==> src/rtl/axi_2_obi_pkg.sv <==
`default_nettype none
// ============================================================================
// Module      : axi_2_obi_pkg
// Description : Shared types and constants for the AXI4-slave to OBI-master
//               bridge: FSM state encoding, AXI burst/response encodings and
//               the packed AXI request/response channel structs.
// Revision    : 1.0 - initial release
// ============================================================================
package axi_2_obi_pkg;

    localparam int AXI_ADDR_W = 32;
    localparam int AXI_DATA_W = 32;
    localparam int AXI_STRB_W = AXI_DATA_W / 8;
    localparam int AXI_ID_W   = 4;

    localparam logic [1:0] BURST_FIXED = 2'b00;
    localparam logic [1:0] BURST_INCR  = 2'b01;
    localparam logic [1:0] BURST_WRAP  = 2'b10;

    localparam logic [1:0] RESP_OKAY   = 2'b00;

    typedef enum logic [2:0] {
        IDLE    = 3'd0,
        RD_REQ  = 3'd1,
        RD_WAIT = 3'd2,
        RD_RESP = 3'd3,
        WR_DATA = 3'd4,
        WR_REQ  = 3'd5,
        WR_WAIT = 3'd6,
        WR_RESP = 3'd7
    } axi_2_obi_state_e;

    typedef struct packed {
        logic [AXI_ID_W-1:0]   id;
        logic [AXI_ADDR_W-1:0] addr;
        logic [7:0]            len;
        logic [2:0]            size;
        logic [1:0]            burst;
    } axi_ax_chan_t;

    typedef struct packed {
        logic [AXI_DATA_W-1:0] data;
        logic [AXI_STRB_W-1:0] strb;
        logic                  last;
    } axi_w_chan_t;

    typedef struct packed {
        logic [AXI_ID_W-1:0] id;
        logic [1:0]          resp;
    } axi_b_chan_t;

    typedef struct packed {
        logic [AXI_ID_W-1:0]   id;
        logic [AXI_DATA_W-1:0] data;
        logic [1:0]            resp;
        logic                  last;
    } axi_r_chan_t;

    typedef struct packed {
        axi_ax_chan_t aw;
        logic         aw_valid;
        axi_w_chan_t  w;
        logic         w_valid;
        logic         b_ready;
        axi_ax_chan_t ar;
        logic         ar_valid;
        logic         r_ready;
    } axi_2_obi_req_t;

    typedef struct packed {
        logic        aw_ready;
        logic        ar_ready;
        logic        w_ready;
        logic        b_valid;
        axi_b_chan_t b;
        logic        r_valid;
        axi_r_chan_t r;
    } axi_2_obi_resp_t;

endpackage
`default_nettype wire

==> src/rtl/axi_2_obi_core_addr_gen.sv <==
`default_nettype none
// ============================================================================
// Module      : axi_burst_addr_gen
// Description : Combinational AXI next-beat address. FIXED holds the address,
//               INCR (and WRAP, handled as INCR) adds 1 << size. The sum wraps
//               naturally modulo 2^ADDR_W.
// Ports       : i_addr  current beat address
//               i_size  AXI size (log2 bytes per beat)
//               i_burst AXI burst type
//               o_next_addr address of the following beat
// Revision    : 1.0 - initial release
// ============================================================================
module axi_burst_addr_gen
    import axi_2_obi_pkg::*;
#(
    parameter int ADDR_W = 32
) (
    input  logic [ADDR_W-1:0] i_addr,
    input  logic [2:0]        i_size,
    input  logic [1:0]        i_burst,
    output logic [ADDR_W-1:0] o_next_addr
);

    logic [ADDR_W-1:0] w_step;

    assign w_step      = ADDR_W'(1) << i_size;
    assign o_next_addr = (i_burst == BURST_FIXED) ? i_addr : (i_addr + w_step);

endmodule
`default_nettype wire

==> src/rtl/axi_2_obi_core.sv <==
`default_nettype none
// ============================================================================
// Module      : axi_2_obi_core
// Description : AXI4 slave to OBI master bridge. One AXI transaction and one
//               OBI transfer in flight at a time; each AXI beat becomes one
//               OBI request. Responses are always OKAY.
// Ports       : clk_i/srst_i  clock, synchronous active-high reset
//               axi_req_i     AXI aw/w/ar channels plus b_ready/r_ready
//               axi_resp_o    AXI ready signals plus b/r channels
//               addr_o/we_o/wdata_o/be_o/req_o  OBI request
//               gnt_i/rvalid_i/rdata_i          OBI grant and response
// Revision    : 1.0 - initial release
// ============================================================================
module axi_2_obi_core
    import axi_2_obi_pkg::*;
#(
    parameter int  OBI_ADDRW  = 32,
    parameter int  OBI_DATAW  = 32,
    parameter int  OBI_STRBW  = OBI_DATAW / 8,
    parameter type axi_req_t  = axi_2_obi_req_t,
    parameter type axi_resp_t = axi_2_obi_resp_t
) (
    input  logic                 clk_i,
    input  logic                 srst_i,
    input  axi_req_t             axi_req_i,
    output axi_resp_t            axi_resp_o,
    output logic [OBI_ADDRW-1:0] addr_o,
    output logic                 we_o,
    output logic [OBI_DATAW-1:0] wdata_o,
    output logic [OBI_STRBW-1:0] be_o,
    output logic                 req_o,
    input  logic                 gnt_i,
    input  logic                 rvalid_i,
    input  logic [OBI_DATAW-1:0] rdata_i
);

    axi_2_obi_state_e       r_state;
    axi_2_obi_state_e       w_state_nxt;
    logic                   r_prio_wr;     // 1: write wins a simultaneous request
    logic [AXI_ID_W-1:0]    r_id;
    logic [OBI_ADDRW-1:0]   r_addr;
    logic [7:0]             r_len;
    logic [7:0]             r_beat;
    logic [2:0]             r_size;
    logic [1:0]             r_burst;
    logic [OBI_DATAW-1:0]   r_rdata;
    logic [OBI_DATAW-1:0]   r_wdata;
    logic [OBI_STRBW-1:0]   r_wstrb;

    logic [OBI_ADDRW-1:0]   w_next_addr;
    logic                   w_idle;
    logic                   w_ar_hs;
    logic                   w_aw_hs;
    logic                   w_last;
    logic                   w_advance;
    logic                   w_unused;

    // Burst length is governed by the beat counter, so w.last is never used.
    assign w_unused = axi_req_i.w.last;

    // Readiness is suppressed during reset so no handshake can be lost.
    assign w_idle  = (r_state == IDLE) && !srst_i;
    assign w_ar_hs = w_idle && axi_req_i.ar_valid && (!axi_req_i.aw_valid || !r_prio_wr);
    assign w_aw_hs = w_idle && axi_req_i.aw_valid && (!axi_req_i.ar_valid ||  r_prio_wr);
    assign w_last  = (r_beat == r_len);

    // Step to the next beat after a read beat is consumed or a write beat completes.
    assign w_advance = !w_last &&
                       (((r_state == RD_RESP) && axi_req_i.r_ready) ||
                        ((r_state == WR_WAIT) && rvalid_i));

    axi_burst_addr_gen #(
        .ADDR_W (OBI_ADDRW)
    ) u_addr_gen (
        .i_addr      (r_addr),
        .i_size      (r_size),
        .i_burst     (r_burst),
        .o_next_addr (w_next_addr)
    );

    always_ff @(posedge clk_i) begin
        if (srst_i) begin
            r_state   <= IDLE;
            r_prio_wr <= 1'b0;
            r_id      <= '0;
            r_addr    <= '0;
            r_len     <= '0;
            r_beat    <= '0;
            r_size    <= '0;
            r_burst   <= '0;
            r_rdata   <= '0;
            r_wdata   <= '0;
            r_wstrb   <= '0;
        end else begin
            r_state <= w_state_nxt;
            if (w_ar_hs) begin
                r_id      <= axi_req_i.ar.id;
                r_addr    <= axi_req_i.ar.addr;
                r_len     <= axi_req_i.ar.len;
                r_size    <= axi_req_i.ar.size;
                r_burst   <= axi_req_i.ar.burst;
                r_beat    <= '0;
                r_prio_wr <= ~r_prio_wr;
            end else if (w_aw_hs) begin
                r_id      <= axi_req_i.aw.id;
                r_addr    <= axi_req_i.aw.addr;
                r_len     <= axi_req_i.aw.len;
                r_size    <= axi_req_i.aw.size;
                r_burst   <= axi_req_i.aw.burst;
                r_beat    <= '0;
                r_prio_wr <= ~r_prio_wr;
            end
            if ((r_state == RD_WAIT) && rvalid_i) begin
                r_rdata <= rdata_i;
            end
            if ((r_state == WR_DATA) && axi_req_i.w_valid) begin
                r_wdata <= axi_req_i.w.data;
                r_wstrb <= axi_req_i.w.strb;
            end
            if (w_advance) begin
                r_addr <= w_next_addr;
                r_beat <= r_beat + 8'd1;
            end
        end
    end

    always_comb begin
        w_state_nxt         = r_state;
        axi_resp_o          = '0;
        axi_resp_o.r.id     = r_id;
        axi_resp_o.r.data   = r_rdata;
        axi_resp_o.r.resp   = RESP_OKAY;
        axi_resp_o.b.id     = r_id;
        axi_resp_o.b.resp   = RESP_OKAY;
        req_o               = 1'b0;
        we_o                = 1'b0;
        be_o                = '0;
        addr_o              = r_addr;
        wdata_o             = r_wdata;

        case (r_state)
            IDLE: begin
                axi_resp_o.ar_ready = w_ar_hs;
                axi_resp_o.aw_ready = w_aw_hs;
                if (w_ar_hs) begin
                    w_state_nxt = RD_REQ;
                end else if (w_aw_hs) begin
                    w_state_nxt = WR_DATA;
                end
            end
            RD_REQ: begin
                req_o = 1'b1;
                be_o  = '1;
                if (gnt_i) w_state_nxt = RD_WAIT;
            end
            RD_WAIT: begin
                if (rvalid_i) w_state_nxt = RD_RESP;
            end
            RD_RESP: begin
                axi_resp_o.r_valid = 1'b1;
                axi_resp_o.r.last  = w_last;
                if (axi_req_i.r_ready) w_state_nxt = w_last ? IDLE : RD_REQ;
            end
            WR_DATA: begin
                axi_resp_o.w_ready = 1'b1;
                if (axi_req_i.w_valid) w_state_nxt = WR_REQ;
            end
            WR_REQ: begin
                req_o = 1'b1;
                we_o  = 1'b1;
                be_o  = r_wstrb;
                if (gnt_i) w_state_nxt = WR_WAIT;
            end
            WR_WAIT: begin
                if (rvalid_i) w_state_nxt = w_last ? WR_RESP : WR_DATA;
            end
            WR_RESP: begin
                axi_resp_o.b_valid = 1'b1;
                if (axi_req_i.b_ready) w_state_nxt = IDLE;
            end
            default: w_state_nxt = IDLE;
        endcase
    end

endmodule
`default_nettype wire

==> config.mk <==
export PLATFORM = sky130hd
export DESIGN_NAME = axi_2_obi_core
export DESIGN_NICKNAME = d
export VERILOG_FILES = /design/src/rtl/axi_2_obi_pkg.sv /design/src/rtl/axi_2_obi_core_addr_gen.sv /design/src/rtl/axi_2_obi_core.sv
export SDC_FILE = /design/constraint.sdc
export NUM_CORES = 1
export LEC_CHECK = 0
export BUFFER_PORTS_ARGS = -buffer_cell sky130_fd_sc_hd__clkbuf_2
export CORE_MARGIN = 5
export CORE_UTILIZATION = 43
export CTS_CLUSTER_DIAMETER = 40
export DETAILED_ROUTE_END_ITERATION = 7
export HOLD_SLACK_MARGIN = 0.15
export PLACE_DENSITY = 0.86
export SKIP_LAST_GASP = 1
export SLEW_MARGIN = 20
export SYNTH_ARGS = -nofsm -noshare
export SYNTH_HDL_FRONTEND = slang
export SYNTH_SLANG_ARGS = --single-unit
==> constraint.sdc <==
create_clock -name clk_i -period 2.73 [get_ports clk_i]
set_input_delay 0.4095 -clock clk_i [delete_from_list [all_inputs] [get_ports clk_i]]
set_output_delay 0.4095 -clock clk_i [all_outputs]
set_load 0.02 [all_outputs]
==> impl_metrics.json <==
{
  "ys_types": 61,
  "drt_iter0_markers": 665,
  "path_class": "reg -> reg",
  "reg2reg_to": "addr_o[20]",
  "r2r_cells": 10,
  "grt_pass1_wl_mm": 35.1,
  "clock-sinks": 129,
  "gr-total-overflow": 0,
  "die_area_mm2": 0.0179,
  "nNetsFinal": 1350,
  "post-cts-setup-buffers": 0,
  "place_area_mm2": 0.00820,
  "yosys_register_bits": 129,
  "async_flop_share_pct": 0,
  "wl_per_cell_um": 16.3,
  "layout_common_cells": "289 x clkbuf_2, 258 x nand2_1, 129 x a21oi_1, 126 x dfxtp_1, 49 x nor2_1",
  "fillers": 1422,
  "rows": 45,
  "vias_per_cell": 5.43,
  "final_common_cell": "clkbuf_2",
  "cts_tree": "built",
  "clock.fmax_ghz": 0.381,
  "clk_latency_ps": 410,
  "worstSetupEndpointType": "flip-flop",
  "finalCriticalPeriod_ps": 2620,
  "fin_util_pct": 58.4,
  "grt_pass1_vias": 7112,
  "synth_flop_cell": "dfxtp_1",
  "routabilityCongestion": 0.924,
  "crit_arrival_ps": 2960,
  "synth_edf_count": 0,
  "initial_core_util_pct": 43.6,
  "port_buffers": 290,
  "setup_slack_ps": 105,
  "syn_area_per_cell_um2": 7.31,
  "outcome": "finished, final reports clean",
  "hold_viol": 0,
  "startpoint": "r_size[0]",
  "ctsHtreeMaxLevel": 4,
  "final_layout_size_suffix_gt1_share_pct": 31.4,
  "leakage_uw": 0.00386,
  "coreArea_mm2": 0.0151,
  "holdCritPathClass": "in -> reg",
  "n_antenna_cell": 0,
  "peakVddDrop_mv": 0.554,
  "path_clk_slew_ps": 60,
  "fin_area_mm2": 0.00881,
  "r2r_slack_ps": 110,
  "critPathCapture": "addr_o[20]",
  "required_ps": 3070,
  "first_pass_iters": 7,
  "p_per_area_mw_per_mm2": 772,
  "wl_mm": 22.3,
  "ys_seq_area_share_pct": 39.2,
  "fin_tns_setup_ps": 0,
  "ys_warn_count": 0,
  "num_vias": 7406,
  "cts_root_buf": "clkbuf_16",
  "netlist_area_mm2": 0.00659,
  "report.final.slew_viol_count": 0,
  "setup_viol": 0,
  "syn2layout_area_growth_pct": 33.8,
  "clock-skew-final_ps": 6.93,
  "slew_headroom_pct": 34.2,
  "antenna_found_initial": 0,
  "dp_hpwl_mm": 16.3,
  "cap_violations": 0,
  "worstMarginPinSlew_ps": 984,
  "syn_inst": 901,
  "drc": 0,
  "critPathMaxFanout": 12,
  "grt_use_total_pct": 24.1,
  "finalCritPeriodShare_pct": 96.1,
  "die_x_um": 134,
  "cts_buffers": 17,
  "clock_path_buffers": 2,
  "die_h_um": 134,
  "ant_nets": 0,
  "whs_ps": 210,
  "io_pins": 296,
  "place_ws_ps": 96.1,
  "r2r-start": "r_size[0]",
  "grt_max_degree": 118,
  "critPathLaunchType": "flip-flop"
}
-- how the worst min path moves through the flow --
| stage | start | endpoint | slack, ps | cells past startpoint |
|---|---|---|---|---|
| CTS | axi_req_i[74] | wdata_o[16] | 200 | 3 |
| detailed placement | wdata_o[9] | wdata_o[9] | 450 | 2 |
| finish | axi_req_i[77] | wdata_o[19] | 210 | 3 |
| global placement | wdata_o[31] | wdata_o[31] | 440 | 2 |
| global route | axi_req_i[77] | wdata_o[19] | 210 | 3 |
| floorplan | r_wstrb[0] | r_wstrb[0] | 440 | 2 |
-- sequential cells by signal (all words and copies together), names as in the netlist --
signal and cells:
r_size 3, r_len 8, addr_o 32, r_beat 8
r_rdata 32, r_wstrb 4, r_prio_wr 1, r_id 4
wdata_o 32, r_state 3, r_burst 2
-- Yosys cell counts (3+ instances only) --
master	count	share of area, %
and4_1	3	0.40
a311oi_1	16	2.1
o21ai_0	30	2.3
nand4_1	6	0.57
xnor2_1	14	1.9
o22ai_1	3	0.29
nand3b_1	7	0.80
nor3_1	13	0.99
nor2_1	49	2.8
o221ai_1	9	1.2
o31ai_1	7	0.80
inv_1	13	0.74
ha_1	9	1.7
or4_1	3	0.34
a21oi_1	129	9.8
nand2_1	258	15
nor4_1	3	0.29
nand3_1	27	2.1
dfxtp_1	129	39
nor3b_1	3	0.34
buf_4	8	0.91
buf_2	17	1.3
clkbuf_1	45	2.6
a21o_1	6	0.68
o211ai_1	10	1.1
a31oi_1	12	1.1
and3_1	14	1.3
a211oi_1	8	0.91
o21a_1	6	0.68
-- timing repair --
item	CTS	global route
endpoints found under the hold margin	0	0
gates resized for setup	0	7
endpoints found under the setup margin	0	18
hold buffers	0	0
-- power by group --
part           internal [uW]  switching [uW]  total, uW
sequential              2130             265       2400
combinational            765            1390       2150
clock                   1350             896       2250
total                   4250            2550       6800
-- metal layers --
layer | share of wire (%) | track usage, % | vias up
li1 | - | - | 3664
met2 | 49 | 40.8 | 333
met3 | 8.5 | 7.18 | 52
met1 | 40 | 29.0 | 3357
met4 | 2.5 | 8.74 | 0
met5 | 0 | 0 | -
-- final cells by class --
cell class | count | area, um^2 | area share (%)
Timing Repair Buffer | 313 | 1680 | 19.0
Clock buffer | 17 | 425 | 4.83
Tap cell | 188 | 235 | 2.67
Clock inverter | 15 | 159 | 1.80
Multi-Input combinational cell | 689 | 3670 | 41.7
Sequential cell | 129 | 2590 | 29.4
Inverter | 14 | 52.6 | 0.597
-- kinds of logic (layout without fill, tap and decap cells) --
| family | after synthesis | count (layout) | share of synthesized area (%) |
|---|---|---|---|
| muxes | 4 | 4 | 0.836 |
| DFF | 129 | 129 | 39.2 |
| xor gates and xnor gates | 16 | 16 | 2.13 |
| and+or+nand+nor | 400 | 400 | 26.3 |
| adders and majority gates | 10 | 10 | 2.01 |
| buffers and inverters | 86 | 359 | 5.68 |
| other | 1 | 4 | 0.0569 |
| AOI/OAI and AO/OA | 255 | 255 | 23.8 |
-- through the flow --
step | cells | power [uW]
2_1_floorplan | 904 | 3790
3_3_place_gp | 1333 | 4530
3_5_place_dp | 1333 | 4580
4_1_cts | 1365 | 6830
5_1_grt | 1365 | 7180
6_report | 1365 | 6800
-- worst max-delay path, stage by stage, from the launching register on --
cell	delay, ps
dfxtp_2	360
nor3_1	240
ha_1	240
fa_1	230
a21o_1	200
a221oi_4	90
o21a_1	190
buf_4	170
or4_1	500
a21o_1	190
a21oi_1	130
(Power assumes the default switching activity.)
